==> config.mk <==
export PLATFORM = sky130hd
export DESIGN_NAME = mem_port_arbiter_flat
export DESIGN_NICKNAME = d
export VERILOG_FILES = /design/src/rtl/mem_port_arbiter_if.sv /design/src/rtl/mem_port_arbiter.sv /design/src/flat_wrapper.sv
export SDC_FILE = /design/constraint.sdc
export NUM_CORES = 1
export LEC_CHECK = 0
export CAP_MARGIN = 30
export CORE_AREA = 2 2 53 43
export DETAILED_ROUTE_END_ITERATION = 6
export DIE_AREA = 0 0 55 45
export PLACE_DENSITY = 0.78
export REMOVE_ABC_BUFFERS = 1
export SLEW_MARGIN = 30
export SYNTH_ARGS = -nofsm -noshare
export SYNTH_HDL_FRONTEND = slang
export SYNTH_SLANG_ARGS = --single-unit
==> constraint.sdc <==
create_clock -name clk -period 1.6 [get_ports clk]
set_input_delay 0.32 -clock clk [delete_from_list [all_inputs] [get_ports clk]]
set_output_delay 0.32 -clock clk [all_outputs]
set_load 0.005 [all_outputs]
==> src/rtl/mem_port_arbiter_if.sv <==
// Bundle of the signals between the memory-port arbiter, its two requesters
// (instruction fetch and data access) and the shared memory.
//   master : requester / memory side (drives requests and mem_ready)
//   slave  : arbiter side (drives grant select, memory strobes, ack/err pulses)
//   req_if, req_mem   fetch / data request, held until ack or err
//   we_mem            data-side write enable, sampled at grant
//   mem_ready         memory has completed the current access
//   sel               external 2:1 mux select (0 = IF, 1 = MEM)
//   mem_req, mem_we   access valid / write enable to memory
//   ack_*, err_*      one-cycle completion / timeout pulses per requester
//   busy              transaction in flight
interface mem_port_arbiter_if;
   logic req_if;
   logic req_mem;
   logic we_mem;
   logic mem_ready;
   logic sel;
   logic mem_req;
   logic mem_we;
   logic ack_if;
   logic ack_mem;
   logic err_if;
   logic err_mem;
   logic busy;

   modport master (
      output req_if, req_mem, we_mem, mem_ready,
      input  sel, mem_req, mem_we, ack_if, ack_mem, err_if, err_mem, busy
   );

   modport slave (
      input  req_if, req_mem, we_mem, mem_ready,
      output sel, mem_req, mem_we, ack_if, ack_mem, err_if, err_mem, busy
   );
endinterface

==> src/rtl/mem_port_arbiter.sv <==
// Arbiter for the single unified memory port shared by instruction fetch
// (requester 0) and data access (requester 1). Data has fixed priority; a
// burst counter forces fetch to win after MAX_DATA_BURST data grants taken
// while fetch was waiting. A timeout aborts a transaction the memory never
// completes.
//   clk  rising-edge clock
//   rst  synchronous, active-high reset
//   bus  mem_port_arbiter_if.slave (requests, memory handshake, ack/err)
//
// state | meaning
// IDLE  | no access in flight; arbitrate when any request is present
// BUSY  | access in flight; wait for mem_ready or timer terminal count
module mem_port_arbiter #(
   parameter int MAX_DATA_BURST = 4,
   parameter int TIMEOUT        = 16
) (
   input  logic              clk,
   input  logic              rst,
   mem_port_arbiter_if.slave bus
);
   typedef enum logic {
      IDLE = 1'b0,
      BUSY = 1'b1
   } state_t;

   localparam logic [3:0] BURST_MAX  = 4'(MAX_DATA_BURST);
   localparam logic [7:0] TIMER_LOAD = 8'(TIMEOUT - 1);

   state_t     state_q, state_d;
   logic       sel_q, sel_d;
   logic       we_q, we_d;
   logic [3:0] burst_cnt_q, burst_cnt_d;
   logic [7:0] timer_q, timer_d;

   logic win_if;
   logic in_busy;
   logic tmo;
   logic live;

   assign win_if  = bus.req_if & (~bus.req_mem | (burst_cnt_q == BURST_MAX));
   assign in_busy = (state_q == BUSY);
   // Timer counts down from TIMEOUT-1 loaded at grant, so terminal count 0
   // lands in the TIMEOUT-th BUSY cycle. mem_ready in that cycle wins.
   assign tmo     = in_busy & ~bus.mem_ready & (timer_q == 8'd0);
   // Outputs are forced low while rst is high so an access abandoned by
   // reset never produces a completion pulse.
   assign live    = in_busy & ~rst;

   always_ff @(posedge clk) begin
      if (rst) begin
         state_q     <= IDLE;
         sel_q       <= 1'b0;
         we_q        <= 1'b0;
         burst_cnt_q <= '0;
         timer_q     <= '0;
      end else begin
         state_q     <= state_d;
         sel_q       <= sel_d;
         we_q        <= we_d;
         burst_cnt_q <= burst_cnt_d;
         timer_q     <= timer_d;
      end
   end

   always_comb begin
      state_d     = state_q;
      sel_d       = sel_q;
      we_d        = we_q;
      burst_cnt_d = burst_cnt_q;
      timer_d     = timer_q;
      case (state_q)
         IDLE: begin
            if (bus.req_if | bus.req_mem) begin
               state_d = BUSY;
               sel_d   = ~win_if;
               we_d    = ~win_if & bus.we_mem;
               timer_d = TIMER_LOAD;
               // Only data grants taken while fetch waits count toward
               // starvation; any other grant restarts the count.
               if (win_if || !bus.req_if) begin
                  burst_cnt_d = '0;
               end else if (burst_cnt_q != BURST_MAX) begin
                  burst_cnt_d = burst_cnt_q + 4'd1;
               end
            end
         end
         BUSY: begin
            if (bus.mem_ready || tmo) begin
               state_d = IDLE;
               timer_d = '0;
            end else begin
               timer_d = timer_q - 8'd1;
            end
         end
      endcase
   end

   always_comb begin
      bus.busy    = live;
      bus.mem_req = live;
      bus.sel     = sel_q & ~rst;
      bus.mem_we  = we_q & ~rst;
      bus.ack_if  = live & ~sel_q & bus.mem_ready;
      bus.ack_mem = live & sel_q & bus.mem_ready;
      bus.err_if  = live & ~sel_q & tmo;
      bus.err_mem = live & sel_q & tmo;
   end
endmodule

==> src/flat_wrapper.sv <==
// flat-port wrapper written by rule: the top's interface ports become plain ports
module mem_port_arbiter_flat 
#(
   parameter int MAX_DATA_BURST = 4,
   parameter int TIMEOUT        = 16
)
  (clk, rst, bus_req_if, bus_req_mem, bus_we_mem, bus_mem_ready, bus_sel, bus_mem_req, bus_mem_we, bus_ack_if, bus_ack_mem, bus_err_if, bus_err_mem, bus_busy);
  mem_port_arbiter_if bus_i ();
  input  logic clk;
  input  logic rst;
  input wire logic [$bits(bus_i.req_if)-1:0] bus_req_if;
  input wire logic [$bits(bus_i.req_mem)-1:0] bus_req_mem;
  input wire logic [$bits(bus_i.we_mem)-1:0] bus_we_mem;
  input wire logic [$bits(bus_i.mem_ready)-1:0] bus_mem_ready;
  output wire logic [$bits(bus_i.sel)-1:0] bus_sel;
  output wire logic [$bits(bus_i.mem_req)-1:0] bus_mem_req;
  output wire logic [$bits(bus_i.mem_we)-1:0] bus_mem_we;
  output wire logic [$bits(bus_i.ack_if)-1:0] bus_ack_if;
  output wire logic [$bits(bus_i.ack_mem)-1:0] bus_ack_mem;
  output wire logic [$bits(bus_i.err_if)-1:0] bus_err_if;
  output wire logic [$bits(bus_i.err_mem)-1:0] bus_err_mem;
  output wire logic [$bits(bus_i.busy)-1:0] bus_busy;
  assign bus_i.req_if = bus_req_if;
  assign bus_i.req_mem = bus_req_mem;
  assign bus_i.we_mem = bus_we_mem;
  assign bus_i.mem_ready = bus_mem_ready;
  assign bus_sel = bus_i.sel;
  assign bus_mem_req = bus_i.mem_req;
  assign bus_mem_we = bus_i.mem_we;
  assign bus_ack_if = bus_i.ack_if;
  assign bus_ack_mem = bus_i.ack_mem;
  assign bus_err_if = bus_i.err_if;
  assign bus_err_mem = bus_i.err_mem;
  assign bus_busy = bus_i.busy;
  mem_port_arbiter #(.MAX_DATA_BURST(MAX_DATA_BURST), .TIMEOUT(TIMEOUT)) u_core (.clk(clk), .rst(rst), .bus(bus_i));
endmodule
Word level (Yosys, flattened, before mapping)
Index checks and enable logic that the tools add are counted.
{"block": "totals", "reg_bits": 15, "latchBits": 0, "ram_bits": 0, "mem_bits_ro": 0, "out_inout_bits": 8, "word_cells": 46, "mem_count": 0}
{"block": "classes", "n_addsub": 2, "mul": 0, "n_div": 0, "magnitude_cmp": 0, "n_eq_ne": 3, "shift": 0, "n_mux": 8, "bitwise": 21, "reduce_logical": 7}
{"op": "$mux W8", "count": 2}
{"op": "$pmux W8 S2", "count": 1}
{"op": "$and A1 B1 Y1", "count": 13}
{"op": "$logic_not A8 Y1", "count": 1}
{"op": "$mux W4", "count": 2}
{"op": "$sub A8 B1 Y8 const B", "count": 1}
{"op": "$not A1 Y1", "count": 6}
{"op": "$add A4 B1 Y4 const B", "count": 1}
{"op": "$eq A4 B3 Y1 const B", "count": 1}
{"op": "$ne A4 B3 Y1 const B", "count": 1}
{"op": "$reduce_and A3 Y1", "count": 1}
{"op": "$logic_or A1 B1 Y1", "count": 2}
{"op": "$mux W1", "count": 2}
{"op": "$ne A2 B1 Y1 const B", "count": 1}
{"op": "$or A1 B1 Y1", "count": 2}
{"op": "$pmux W1 S2", "count": 1}
{"op": "$reduce_and A2 Y1", "count": 1}
{"op": "$reduce_bool A2 Y1", "count": 1}
{"op": "$logic_not A1 Y1", "count": 1}

Longest topological paths before layout
{"block": "logic_depth", "word_depth": 6, "ltp_mapped": 6}

Worst setup path before layout
Ideal clock, no wire load.
{"block": "synth_path", "kind": "register -> output", "startpoint": "register u_core.timer_q[3]", "endpoint": "output bus_err_if", "t_arrival_ns": 1.379, "required_ns": 1.280, "slack_ns": -0.099, "stages_incl_launch_ff": 5, "path_buffers": 0, "cell_sequence": "dfxtp_1 or4_4 nor4_1 nand3_1 nor2_1"}
{"block": "synth_via", "elab_chain_cells": 3}
{"element": "start, declared", "line_no": "mem_port_arbiter.sv:33", "text": "logic [7:0] timer_q, timer_d;"}
{"element": "start signal, assigned", "line_no": "mem_port_arbiter.sv:61", "text": "timer_q <= timer_d;"}
{"element": "$logic_not A8 Y1", "line_no": "mem_port_arbiter.sv:44", "text": "assign tmo = in_busy & ~bus.mem_ready & (timer_q == 8'd0);"}
{"element": "$and A1 B1 Y1", "line_no": "mem_port_arbiter.sv:44"}
{"element": "$and A1 B1 Y1", "line_no": "mem_port_arbiter.sv:105", "text": "bus.err_if = live & ~sel_q & tmo;"}
{"element": "end, declared", "line_no": "flat_wrapper.sv:20", "text": "output wire logic [$bits(bus_i.err_if)-1:0] bus_err_if;"}
Every way passes these cells.

Final worst setup path
Ends and elaborated chain as after synthesis.

==> reports/results.ini <==
[run_status]
status=complete, but fails checks
violations=negative setup slack

[timing]
worst_pin_slew_ps=374
whs_ps=479
slew_headroom=0.749
drv_slew=0
fmax_mhz=446
setup_slack_ps=-641
final.period_utilization=1.40
setup_tns_ps=-3110
rsz0062_at_grt=yes
setup_viol=11
fin_crit_ps=2240
skew_ps=3.24
hold_violations=0

[global_routing]
grt_start_max_net_pins=14
grt.total_usage=0.249
antenna_found_initial=0
grt_pass1_wl_um=4370
first_global_vias=949
overflow=0

[logic_synthesis]
synth_seq_cells=15
synth_cells=101
syn_avg_cell_area_um2=8.49
async_reset_ff_frac=0
seq_area_frac_synth=0.350
synth_area_um2=857
synthFlopType=dfxtp_1
yosysUniqueCellTypes=33
ys_warn_count=0
synth_edf_count=0

[place]
dpl.cell_count=160
globalplace.congestion=0.814
post-place-ws_ps=-716
buffer_ports.inserted=13
dpl_cell_area_um2=1190
hpwlAfterDp_um=1710

[worst_setup_path]
cp_data_arrival_time_ps=1920
path_max_fanout=2
path_class=register to primary output
timing.reg2reg.setup_slack_ps=-320
required_ps=1280
path_cells=or4_4 -> nor4_4 -> nand3_2 -> buf_6 -> nor2_4 -> buf_2
critical-path-slowest-cell=or4_4
slowest_delay_ps=570
cp-end-kind=primary output
start_kind=register

[pwr]
clock_power_share=0.231
p_sw_mw=0.312
sequentialPowerShare=0.425
power_frac_comb=0.344
switching_share=0.319
power.leakage_nw=0.564
p_total_mw=0.979
intPower_mw=0.667
power_per_cell_area_nw_per_um2=737
peakVddDrop_mv=0.519

[cells_and_area]
layout_common_cells=buf_4, nand2_1, dfxtp_1
n_fill_cell=133
drive_gt1_frac=0.399
n_antenna_cell=0
fin_nets=159
area_growth_pct=54.9
final_common_cell=buf_4
fin_cells=172
final_util=0.689
finalInstanceArea_um2=1330

[route]
wl_per_cell_um=15.3
drt-total-wl_um=2640
drc=0
vias=961
via_per_inst=5.59
ant_nets=0
drtIter0Drc=28
firstDrtPassIters=4

[clock_tree]
clk_latency_ps=290
cts_tree=built
clkSlewWorstSetupHoldPaths_ps=90
h-tree-depth=1
clock-sinks=15
clockBufferDepth=2
numCtsBuffers=3
hold_buffers=0
cts-root-buf=clkbuf_4

[die]
core_region_area_um2=1930
boundaryPins=14
die_w_um=55
rows=14
die_height_um=45
initial_core_util=0.445
dieArea_um2=2480

[flow_run]
maxCapViolCount=0

[worst_hold_path]
hold_path_class=register to register

## worst paths after layout
| check | startpoint | to | cells past startpoint |
|---|---|---|---|
| max | u_core.timer_q[3]$_SDFFE_PP0P_ | bus_err_if | 6 |
| min | u_core.we_q$_SDFFE_PP0P_ | u_core.we_q$_SDFFE_PP0P_ | 2 |
| max reg2reg | u_core.timer_q[3]$_SDFFE_PP0P_ | u_core.timer_q[3]$_SDFFE_PP0P_ | 5 |
| min reg2reg | u_core.we_q$_SDFFE_PP0P_ | u_core.we_q$_SDFFE_PP0P_ | 2 |
## area by class of cell
cell class                 count  area, um2  area share
sequential                    15        305       0.230
tap                           24       30.0      0.0226
clock inverter                 1       5.00     0.00377
multi-input combinational     76        566       0.426
inverter                       6       22.5      0.0170
clock buffer                   3       22.5      0.0170
timing repair buffer          47        377       0.284
## repair_timing
item,CTS,global route
gates resized for setup,30,10
endpoints found under the setup margin,17,13
cloned,0,0
setup buffers,7,1
pin swaps,5,4
## worst max-delay path, delay by kind of cell, from the launching register on
family	cells	cell delay (ps)
buffers and inverters	2	270
flip-flops	1	330
AND/OR/NAND/NOR	4	1040
## cells in the mapped netlist (all sizes together) (2+ instances only)
cell type / n / area [um2]
nor3: 3 / 15.0
nand3b: 3 / 22.5
or4: 2 / 18.8
clkbuf: 3 / 12.5
a31oi: 4 / 25.0
inv: 6 / 22.5
a21oi: 4 / 20.0
nand2b: 2 / 12.5
nor2: 9 / 33.8
and2: 3 / 18.8
nor2b: 3 / 18.8
o21ai: 2 / 10.0
xnor2: 3 / 26.3
a21boi: 2 / 15.0
ha: 4 / 50.1
dfxtp: 15 / 300
a211oi: 2 / 15.0
nand3: 6 / 30.0
or3: 3 / 18.8
nand2: 11 / 41.3
## flip-flops by register name, indices dropped and copies added (netlist names)
register            cells
u_core.we_q             1
u_core.sel_q            1
u_core.timer_q          8
u_core.in_busy          1
u_core.burst_cnt_q      4
## kinds of logic after synthesis
logic type / synth area share
compound gates: 0.219
simple gates: 0.292
fa+ha+maj: 0.0584
xor+xnor: 0.0307
flops: 0.350
buf+inv: 0.0496
## metal layers
layer	routed length (um)	share of wire	global-route usage
met1	1090	0.41	0.333
met3	233	0.088	0.0331
met2	1270	0.48	0.419
met5	0	0	0
met4	49	0.019	0.0732
## power groups by stage
| stage | combinational [mW] | clock [mW] | sequential (mW) |
|---|---|---|---|
| after floorplan | 0.127 | 0 | 0.427 |
| after global placement | 0.276 | 0 | 0.421 |
| after detailed placement | 0.287 | 0 | 0.423 |
| after CTS | 0.313 | 0.227 | 0.415 |
| after global routing | 0.367 | 0.250 | 0.419 |
| final | 0.337 | 0.226 | 0.416 |
No activity file was read; power rests on OpenSTA's default activity.
